File: src/rtl/tag_anc_pkg.sv
// Shared definitions for the tag RX sync sequencer: FSM encodings, default GPIO
// masks and the saturating negate used on the baseband Q path.
package tag_anc_pkg;

  typedef enum logic [1:0] {
    ST_IDLE     = 2'b00,
    ST_PREAMBLE = 2'b01,
    ST_DATA     = 2'b10,
    ST_DONE     = 2'b11
  } rx_state_t;

  localparam logic [11:0] DEF_SYNC_OUT_MASK = 12'h001;
  localparam logic [11:0] DEF_RX_OUT_MASK   = 12'h010;
  localparam logic [11:0] DEF_SYNC_IN_MASK  = 12'h004;

  // Widest sample the negate helper handles; callers sign-extend into it.
  localparam int SAT_W = 32;

  // Negate a w-bit two's complement value held sign-extended in SAT_W bits.
  // The most negative w-bit value maps to the most positive instead of wrapping.
  function automatic logic signed [SAT_W-1:0] sat_neg(
    input logic signed [SAT_W-1:0] x,
    input int unsigned             w
  );
    longint xl;
    longint mn;
    xl = longint'(x);
    mn = -(longint'(1) << (w - 1));
    if (xl == mn) return SAT_W'(-mn - 1);
    return SAT_W'(-xl);
  endfunction

endpackage

File: src/rtl/gpio_trig_sync.sv
// GPIO trigger conditioner: masked OR of the raw inputs, two-flop synchronizer
// and a registered rising-edge pulse (pulse lands 3 cycles after the pin edge).
module gpio_trig_sync
  import tag_anc_pkg::*;
#(
  parameter int                        GPIO_REG_WIDTH = 12,
  parameter logic [GPIO_REG_WIDTH-1:0] IN_MASK        = GPIO_REG_WIDTH'(DEF_SYNC_IN_MASK)
) (
  input  logic                      clk,
  input  logic                      reset,
  input  logic [GPIO_REG_WIDTH-1:0] gpio_in,
  output logic                      trig
);

  logic trig_raw;
  logic sync_p0;
  logic sync_p1;
  logic prev_p2;

  assign trig_raw = |(gpio_in & IN_MASK);

  always_ff @(posedge clk or posedge reset) begin
    if (reset) begin
      sync_p0 <= 1'b0;
      sync_p1 <= 1'b0;
      prev_p2 <= 1'b0;
      trig    <= 1'b0;
    end else begin
      sync_p0 <= trig_raw;
      sync_p1 <= sync_p0;
      prev_p2 <= sync_p1;
      trig    <= sync_p1 & ~prev_p2;
    end
  end

endmodule

File: src/rtl/tag_rx_sync_seq.sv
// Tag RX sync sequencer: GPIO trigger -> BPSK preamble -> demod soft reset ->
// baseband pass-through until block done. Watchdog built with TAG_RX_SYNC_TIMEOUT_EN.
module tag_rx_sync_seq
  import tag_anc_pkg::*;
#(
  parameter int                        DATA_WIDTH     = 16,
  parameter int                        GPIO_REG_WIDTH = 12,
  parameter int                        NSYNC          = 2,
  parameter logic [31:0]               SYNC_PATTERN   = 32'h1,
  parameter int                        SYNC_LEN       = 8000,
  parameter int                        SYNC_AMP       = 16384,
  parameter bit                        Q_INV          = 1'b1,
  parameter logic [GPIO_REG_WIDTH-1:0] SYNC_OUT_MASK  = GPIO_REG_WIDTH'(DEF_SYNC_OUT_MASK),
  parameter logic [GPIO_REG_WIDTH-1:0] RX_OUT_MASK    = GPIO_REG_WIDTH'(DEF_RX_OUT_MASK),
  parameter logic [GPIO_REG_WIDTH-1:0] SYNC_IN_MASK   = GPIO_REG_WIDTH'(DEF_SYNC_IN_MASK),
  parameter int                        TIMEOUT        = 1 << 20
) (
  input  logic                         clk,
  input  logic                         reset,
  input  logic [GPIO_REG_WIDTH-1:0]    gpio_in,
  output logic [GPIO_REG_WIDTH-1:0]    gpio_out,
  input  logic signed [DATA_WIDTH-1:0] irx_bb,
  input  logic signed [DATA_WIDTH-1:0] qrx_bb,
  input  logic                         rx_sync_ready,
  output logic                         rx_srst,
  output logic                         rx_valid,
  output logic signed [DATA_WIDTH-1:0] irx_out,
  output logic signed [DATA_WIDTH-1:0] qrx_out,
  output logic                         out_sel,
  output logic [1:0]                   rx_state,
  output logic [4:0]                   sym_idx,
  output logic                         err
);

  localparam int                            CNT_W    = $clog2(SYNC_LEN);
  localparam logic [CNT_W-1:0]              CNT_LAST = CNT_W'(SYNC_LEN - 1);
  localparam logic [4:0]                    SYM_LAST = 5'(NSYNC - 1);
  localparam logic signed [DATA_WIDTH-1:0]  AMP_POS  = DATA_WIDTH'(SYNC_AMP);
  localparam logic signed [DATA_WIDTH-1:0]  AMP_NEG  = -AMP_POS;

  rx_state_t                     state_q;
  rx_state_t                     state_nxt;
  logic [CNT_W-1:0]              cnt_q;
  logic [CNT_W-1:0]              cnt_nxt;
  logic [4:0]                    sym_q;
  logic [4:0]                    sym_nxt;
  logic                          trig;
  logic                          rsr_q;
  logic                          rsr_rise;
  logic                          cnt_last;
  logic                          sym_last;
  logic                          wd_expire;

  logic                          vld_p0;
  logic                          sel_p0;
  logic                          srst_p0;
  logic signed [DATA_WIDTH-1:0]  irx_p0;
  logic signed [DATA_WIDTH-1:0]  qrx_p0;
  logic signed [DATA_WIDTH-1:0]  qbb_p0;

  gpio_trig_sync #(
    .GPIO_REG_WIDTH (GPIO_REG_WIDTH),
    .IN_MASK        (SYNC_IN_MASK)
  ) u_trig (
    .clk     (clk),
    .reset   (reset),
    .gpio_in (gpio_in),
    .trig    (trig)
  );

  assign rsr_rise = rx_sync_ready & ~rsr_q;
  assign cnt_last = (cnt_q == CNT_LAST);
  assign sym_last = (sym_q == SYM_LAST);
  assign rx_state = state_q;
  assign sym_idx  = sym_q;

`ifdef TAG_RX_SYNC_TIMEOUT_EN
  logic [31:0] wd_q;

  assign wd_expire = (state_q == ST_DATA) && (wd_q == 32'(TIMEOUT - 1));

  always_ff @(posedge clk or posedge reset) begin
    if (reset) begin
      wd_q <= '0;
      err  <= 1'b0;
    end else begin
      wd_q <= (state_q == ST_DATA) ? wd_q + 32'd1 : 32'd0;
      if (wd_expire && !rsr_rise) err <= 1'b1;
    end
  end
`else
  logic timeout_unused;

  assign timeout_unused = (TIMEOUT > 0);
  assign wd_expire      = 1'b0;
  assign err            = 1'b0;
`endif

  always_ff @(posedge clk or posedge reset) begin
    if (reset) begin
      state_q <= ST_IDLE;
      cnt_q   <= '0;
      sym_q   <= '0;
      rsr_q   <= 1'b0;
    end else begin
      state_q <= state_nxt;
      cnt_q   <= cnt_nxt;
      sym_q   <= sym_nxt;
      rsr_q   <= rx_sync_ready;
    end
  end

  always_comb begin
    state_nxt = state_q;
    cnt_nxt   = cnt_q;
    sym_nxt   = sym_q;
    case (state_q)
      ST_IDLE: begin
        if (trig) begin
          state_nxt = ST_PREAMBLE;
          cnt_nxt   = '0;
          sym_nxt   = '0;
        end
      end
      ST_PREAMBLE: begin
        if (cnt_last) begin
          cnt_nxt = '0;
          // sym_idx parks on the last symbol rather than running past it
          if (sym_last) state_nxt = ST_DATA;
          else          sym_nxt   = sym_q + 5'd1;
        end else begin
          cnt_nxt = cnt_q + CNT_W'(1);
        end
      end
      ST_DATA: begin
        if (rsr_rise || wd_expire) state_nxt = ST_DONE;
      end
      default: state_nxt = ST_IDLE;
    endcase
  end

  assign qbb_p0 = Q_INV ? DATA_WIDTH'(sat_neg(SAT_W'(qrx_bb), DATA_WIDTH)) : qrx_bb;

  always_comb begin
    vld_p0  = 1'b0;
    sel_p0  = 1'b0;
    srst_p0 = 1'b0;
    irx_p0  = irx_bb;
    qrx_p0  = qbb_p0;
    case (state_q)
      ST_PREAMBLE: begin
        vld_p0  = 1'b1;
        sel_p0  = 1'b1;
        srst_p0 = cnt_last && sym_last;
        irx_p0  = SYNC_PATTERN[sym_q] ? AMP_POS : AMP_NEG;
        qrx_p0  = '0;
      end
      ST_DATA: vld_p0 = 1'b1;
      default: ;
    endcase
  end

  // p0 -> output registers
  always_ff @(posedge clk or posedge reset) begin
    if (reset) begin
      rx_valid <= 1'b0;
      out_sel  <= 1'b0;
      rx_srst  <= 1'b0;
      irx_out  <= '0;
      qrx_out  <= '0;
      gpio_out <= '0;
    end else begin
      rx_valid <= vld_p0;
      out_sel  <= sel_p0;
      rx_srst  <= srst_p0;
      irx_out  <= irx_p0;
      qrx_out  <= qrx_p0;
      gpio_out <= (rx_sync_ready ? SYNC_OUT_MASK : '0) | (rx_valid ? RX_OUT_MASK : '0);
    end
  end

endmodule

File: config.mk
export PLATFORM = sky130hd
export DESIGN_NAME = tag_rx_sync_seq
export DESIGN_NICKNAME = d
export VERILOG_FILES = /design/src/rtl/tag_anc_pkg.sv /design/src/rtl/gpio_trig_sync.sv /design/src/rtl/tag_rx_sync_seq.sv
export SDC_FILE = /design/constraint.sdc
export NUM_CORES = 1
export LEC_CHECK = 0
export CAP_MARGIN = 20
export CELL_PAD_IN_SITES_DETAIL_PLACEMENT = 1
export CELL_PAD_IN_SITES_GLOBAL_PLACEMENT = 1
export CORE_ASPECT_RATIO = 1.1
export CORE_UTILIZATION = 34
export DETAILED_ROUTE_END_ITERATION = 7
export GPL_TIMING_DRIVEN = 0
export PLACE_DENSITY = 0.79
export SYNTH_ARGS = -nofsm -noshare
export SYNTH_HDL_FRONTEND = slang
export SYNTH_SLANG_ARGS = --single-unit
File: constraint.sdc
create_clock -name clk -period 2.1 [get_ports clk]
set_input_delay 0.42 -clock clk [delete_from_list [all_inputs] [get_ports clk]]
set_output_delay 0.42 -clock clk [all_outputs]
set_load 0.01 [all_outputs]
Yosys cells after proc, flatten, opt, wreduce, memory -nomap -nowiden:

Memories as Yosys holds them, arrays and structs flattened.
Cells that the tools add are included.

* input bits: 47
* memories kept: 1
* logic and storage cells: 65
* memory bits (read-only): 32
* output and inout port bits: 55
* bits in registers: 65

* reduce and logical (&&, ||, !) cells: 7
* bitwise gates (word level): 5
* add/subtract/negate cells: 3
* equal/unequal tests: 10
* mux-type cells: 24
* magnitude comparators: 1

Memory list
* (no name shown): depth 32, bits a word 1, read ports 1, clocked after Yosys merged registers in 0, write ports 0, RTL line tag_rx_sync_seq.sv:155 `irx_p0 = SYNC_PATTERN[sym_q] ? AMP_POS : AMP_NEG;`

Operators with widths (count)
* 16-bit 2-to-1 mux: 5
* 13-bit 2-to-1 mux: 2
* 13-bit case mux with 2 select lines: 1
* 5-bit 2-to-1 mux: 4
* 16-bit equality test, second input constant: 1
* 16-bit negator: 1
* 13-bit by 1-bit adder with 13-bit output, second input constant: 1
* 13-bit equality test, second input constant: 1
* 5-bit case mux with 2 select lines: 1
* 2-bit 2-to-1 mux: 4
* 2-bit inequality test, second input constant: 4
* 4-bit AND reduction: 2
* 5-bit by 6-bit < comparator with 1-bit output, second input constant: 1
* 1-bit 2-to-1 mux: 6
* 2-bit case mux with 3 select lines: 1
* 5-bit by 1-bit adder with 5-bit output, second input constant: 1
* 5-bit by 1-bit equality test with 1-bit output, second input constant: 1
* 1-bit by 5-bit bitwise OR with 5-bit output: 1
* 1-bit bitwise AND: 2
* 2-bit by 1-bit equality test with 1-bit output, second input constant: 1
* 2-bit equality test, second input constant: 1
* 2-bit logical NOT: 1
* 2-bit by 1-bit inequality test with 1-bit output, second input constant: 1
* 1-bit NOT: 2
* other kinds (4): 4

Depth between registers and ports, before layout:

* word-level depth: 4
* mapped depth: 7
* gate-level depth less buffers: 6

Hierarchy:

A second synthesis with hierarchy kept.

* cells, all modules: 267
* area total of the unflattened synthesis: 2874.0 µm²

By module, submodules not included
* tag_rx_sync_seq: instances 1, sequential area each 1426.4 µm², cells each 261, area each 2756.4 µm²
* gpio_trig_sync: instances 1, sequential area each 100.1 µm², cells each 6, area each 117.6 µm²

Least setup slack after synthesis:

No wires, ideal clock.

* kind: in2reg
* start point: input port qrx_bb[0]
* end point: register qrx_out[11]
* setup time: 78 ps
* cell stages on the path: 7
* path buffers: 1
* slack: 88 ps
* arrival time: 1934 ps
* path through: inv_1 -> ha_1 -> or4b_1 -> nand4b_1 -> nand2b_1 -> buf_2 -> a21oi_1

* word-level cells in the longest chain between the ends: 4
* elaborated cells between the ends (all ways): 5

Ends and longest elaborated chain
* start: declaration: RTL line tag_rx_sync_seq.sv:23 `input logic signed [DATA_WIDTH-1:0] qrx_bb,`
* branches (longest 2 deep; another with 16-bit negator)
* 16-bit 2-to-1 mux (*): RTL line tag_anc_pkg.sv:30 `return SAT_W'(-xl);`
* 16-bit 2-to-1 mux (*): RTL line tag_rx_sync_seq.sv:150 `case (state_q)`
* named net qrx_p0[11]: RTL line tag_rx_sync_seq.sv:58 `logic signed [DATA_WIDTH-1:0] qrx_p0;`
* end signal: assignment: RTL line tag_rx_sync_seq.sv:177 `qrx_out <= qrx_p0;`
* end: declaration: RTL line tag_rx_sync_seq.sv:28 `output logic signed [DATA_WIDTH-1:0] qrx_out,`

Mark *: on every way through the listed nets, which the timed path passes.
A chain may end at the register's enable or synchronous reset.

Worst setup path in the final report:

* start point: register cnt_q[1]
* end point: register sym_q[2] (netlist: sym_idx[2])

* word-level cells in the longest chain between the ends: 3

Ends and longest elaborated chain
* start: declaration: RTL line tag_rx_sync_seq.sv:43 `logic [CNT_W-1:0] cnt_q;`
* start signal: assignment: RTL line tag_rx_sync_seq.sv:107 `cnt_q <= cnt_nxt;`
* 13-bit equality test: RTL line tag_rx_sync_seq.sv:72 `assign cnt_last = (cnt_q == CNT_LAST);`
* 2-bit inequality test (no source line)
* 4-bit AND reduction (no source line)
* end signal: assignment: RTL line tag_rx_sync_seq.sv:108 `sym_q <= sym_nxt;`
* end: declaration: RTL line tag_rx_sync_seq.sv:45 `logic [4:0] sym_q;`

Every way passes these cells.

==> flow_metrics.tcl <==
set metrics [dict create \
    status "finished clean" \
    grt_pass1_vias 2704 \
    total_power_mw 2.773 \
    rows 35 \
    hpwl_um 5415 \
    core_area_um2 8496 \
    slowest_stage "nor4_1" \
    holdBufCountCts 0 \
    ff2ff_setup_slack_ns 0.02 \
    slowest_delay_ns 0.60 \
    post_dp_cell_area_um2 4003 \
    endpoint_kind "flop" \
    pwr_density_cell_nw_per_um2 622.9 \
    tns_ns 0 \
    synth_compound_area_frac 0.09917 \
    cp-startpoint "cnt_q[1]$_DFFE_PP0P_" \
    pin_count 102 \
    avgSynthCellArea_um2 10.66 \
    synth_area_leader_cell "dfrtp_1" \
    cap_violations 0 \
    hold_class "flop to flop" \
    synthAdderAreaFrac 0.03734 \
    cp.arrival_ns 2.31 \
    netlist_area_um2 3015 \
    cts_tree "done" \
    dp_cells 484 \
    area_growth_pct 47.63 \
    synth_area_leaders "dfrtp_1, ha_1, a21oi_1, nor2b_1, buf_4" \
    utilization 0.5240 \
    fillCellCount 939 \
    setup_viol 0 \
    ys_types 57 \
    synthFlopType "dfrtp_1" \
    antenna_cells 0 \
    gp_congestion 0.7974 \
    ys_ff_latch 61 \
    die_x_um 91.79 \
    finClkSkew_ns 0.01048 \
    routed_via_density 4.945 \
    final.min_clock_period_ns 2.080 \
    clkTransAtPathRegs_ns 0.07 \
    synth_edf_count 0 \
    synth_xor_area_frac 0.03776 \
    cp_max_fo 5 \
    track_usage 0.1832 \
    required_ns 2.33 \
    drc 0 \
    grt_pass1_wl_um 13150 \
    post_drt_wl_per_cell_um 15.54 \
    synthSimpleGateAreaFrac 0.2174 \
    hp-start "u_trig.sync_p0$_DFF_PP0_" \
    worst_hold_slack_ns 0.3524 \
    p_leak_nw 1.936 \
    synth_warnings 0 \
    muxShareOfSynthArea 0.02448 \
    pre_cts_ws_ns -0.6919 \
    grt_max_degree 43 \
    num_vias 2522 \
    stdcell_area_um2 4452 \
    fmax_mhz 480.8 \
    io_buffers 79 \
    worstSetupPathType "flop to flop" \
    fin_crit_sh 0.9905 \
    setup_slack_ns 0.02004 \
    worstMarginPinSlew_ns 0.7776 \
    antenna_found_initial 0 \
    clockBufferDepth 2 \
    ys_seq_area_frac 0.5062 \
    final-max-slew-violation-count 0 \
    postSynth.asyncResetShare 1.000 \
    ir_drop_uv 396.5 \
    grt.overflow.total 0 \
    numCtsBuffers 9 \
    drt_wl_total_um 7925 \
    start_util 0.3549 \
    die_h_um 100.8 \
    clkLatencyLatePin_ns 0.35 \
    h-tree-depth 3 \
    synth_top_family_by_area "simple AND/OR/NAND/NOR gates" \
    synth_top_area_frac 0.5062 \
    path_cells "ha_4, or2b_2, nor4_1, a21oi_1, a211o_1" \
    crit_path_start_kind "flop" \
    postRouteAntennaNets 0 \
    drt-initial-drc-count 110 \
    die-area_um2 9250 \
    max_slew_margin 0.4768 \
    cts.sinks 61 \
    synth_cells 283 \
    reg2reg_from "cnt_q[1]$_DFFE_PP0P_" \
    hold_viol_final 0 \
    final_net_count 450 \
    layout-drive-gt1-share 0.1905 \
    finalNonFillerCells 510 \
    cts_root_buf "clkbuf_8" \
    drtPass1Iterations 4 \
]
-- final timing paths --
| check | to | cells past startpoint |
|---|---|---|
| setup / recovery | sym_idx[2]$_DFFE_PP0P_ | 5 |
| hold / removal | u_trig.sync_p1$_DFF_PP0_ | 0 |
| setup reg to reg | sym_idx[2]$_DFFE_PP0P_ | 5 |
| hold reg to reg | u_trig.sync_p1$_DFF_PP0_ | 0 |
| max in group asynchronous | sym_idx[0]$_DFFE_PP0P_ | 3 |
| min in group asynchronous | qrx_out[8]$_DFF_PP0_ | 2 |
-- cells in the mapped netlist (3+ instances only) --
cell / instances
a21oi_1: 20
and3_1: 3
buf_4: 12
clkbuf_1: 5
clkbuf_8: 4
dfrtp_1: 61
ha_1: 9
inv_1: 12
mux2_2: 3
mux2i_1: 4
nand2_1: 12
nand2b_1: 4
nand3_1: 13
nand4_1: 5
nor2_1: 16
nor2b_1: 16
nor3_1: 9
nor4_1: 10
o21ai_0: 5
o31ai_1: 5
xnor2_1: 9
xor2_1: 4
-- routing by layer --
| layer | vias up | global-route usage | wire [um] |
|---|---|---|---|
| met5 | - | 0 | 0 |
| met4 | 0 | 0.09856 | 172 |
| met3 | 11 | 0.03092 | 255 |
| met2 | 61 | 0.3146 | 4159 |
| met1 | 1245 | 0.2209 | 3338 |
| li1 | 1205 | - | - |
-- cell type report --
type                            count  area, um2  area share
Tap cell                          111      138.9     0.03120
Multi-Input combinational cell    196       1393      0.3128
Buffer                             24      192.7     0.04328
Clock buffer                        9      123.9     0.02782
Clock inverter                      7      146.4     0.03288
Sequential cell                    61       1526      0.3429
Timing Repair Buffer               90      885.9      0.1990
Inverter                           12      45.04     0.01012
-- kinds of logic after synthesis --
kind of cell / after synthesis
simple gates: 109
flops: 61
fa+ha+maj: 9
mux: 7
xor+xnor: 13
buf+inv: 36
compound gates: 47
other cells: 1
-- what timing repair did --
| action | 4_1_cts | 5_1_grt |
|---|---|---|
| endpoints found under the hold margin | 0 | 0 |
| setup endpoints to repair | 23 | 16 |
| pin swaps | 2 | 1 |
| gates resized for setup | 13 | 17 |
| buffers inserted | 6 | 4 |
-- cell usage in the layout, fill, tap and decap left out, types with 2 or more instances in the layout --
cell type	Yosys	final
nor2b_1	16	16
a21oi_1	20	18
nor4_1	10	6
o21ai_0	5	5
ha_1	9	7
nand4b_1	2	2
clkbuf_8	4	13
xor2_1	4	4
nand3_1	13	13
dfrtp_1	61	61
bufinv_16	0	4
inv_2	0	2
a21oi_2	0	2
o31ai_1	5	5
nor3_1	9	8
nor2_1	16	16
mux2_2	3	3
dlygate4sd2_1	0	2
buf_4	12	23
a22o_1	2	2
a31oi_1	2	2
and3_1	3	3
nand2b_1	4	3
clkbuf_2	1	5
nor4_2	0	3
nor3b_1	2	2
or3_1	2	2
clkdlybuf4s50_1	0	76
conb_1	1	11
xnor2_1	9	9
clkinv_4	0	2
nand2_1	12	12
a21o_1	2	2
nand4_1	5	5
mux2i_1	4	4
inv_1	12	10
-- power by group --
part           total, mW  switching, mW  internal (mW)
combinational      0.177         0.0800         0.0967
clock               1.42          0.499          0.916
sequential          1.18        0.00201           1.18
-- critical path: cells and delay by family, from the launching register on --
family                     cells  cell delay (ns)
AOI/OAI and AO/OA              2             0.46
adders and majority gates      1             0.18
DFF                            1             0.41
and+or+nand+nor                2             0.92
-- sequential cells by signal, summed over array words and instances, names as in the netlist, 2 cells and up --
name and flops:
gpio_out 2, rx_state 2, qrx_out 16, cnt_q 13, irx_out 16, sym_idx 5
Power figures use the tool's default switching activity.
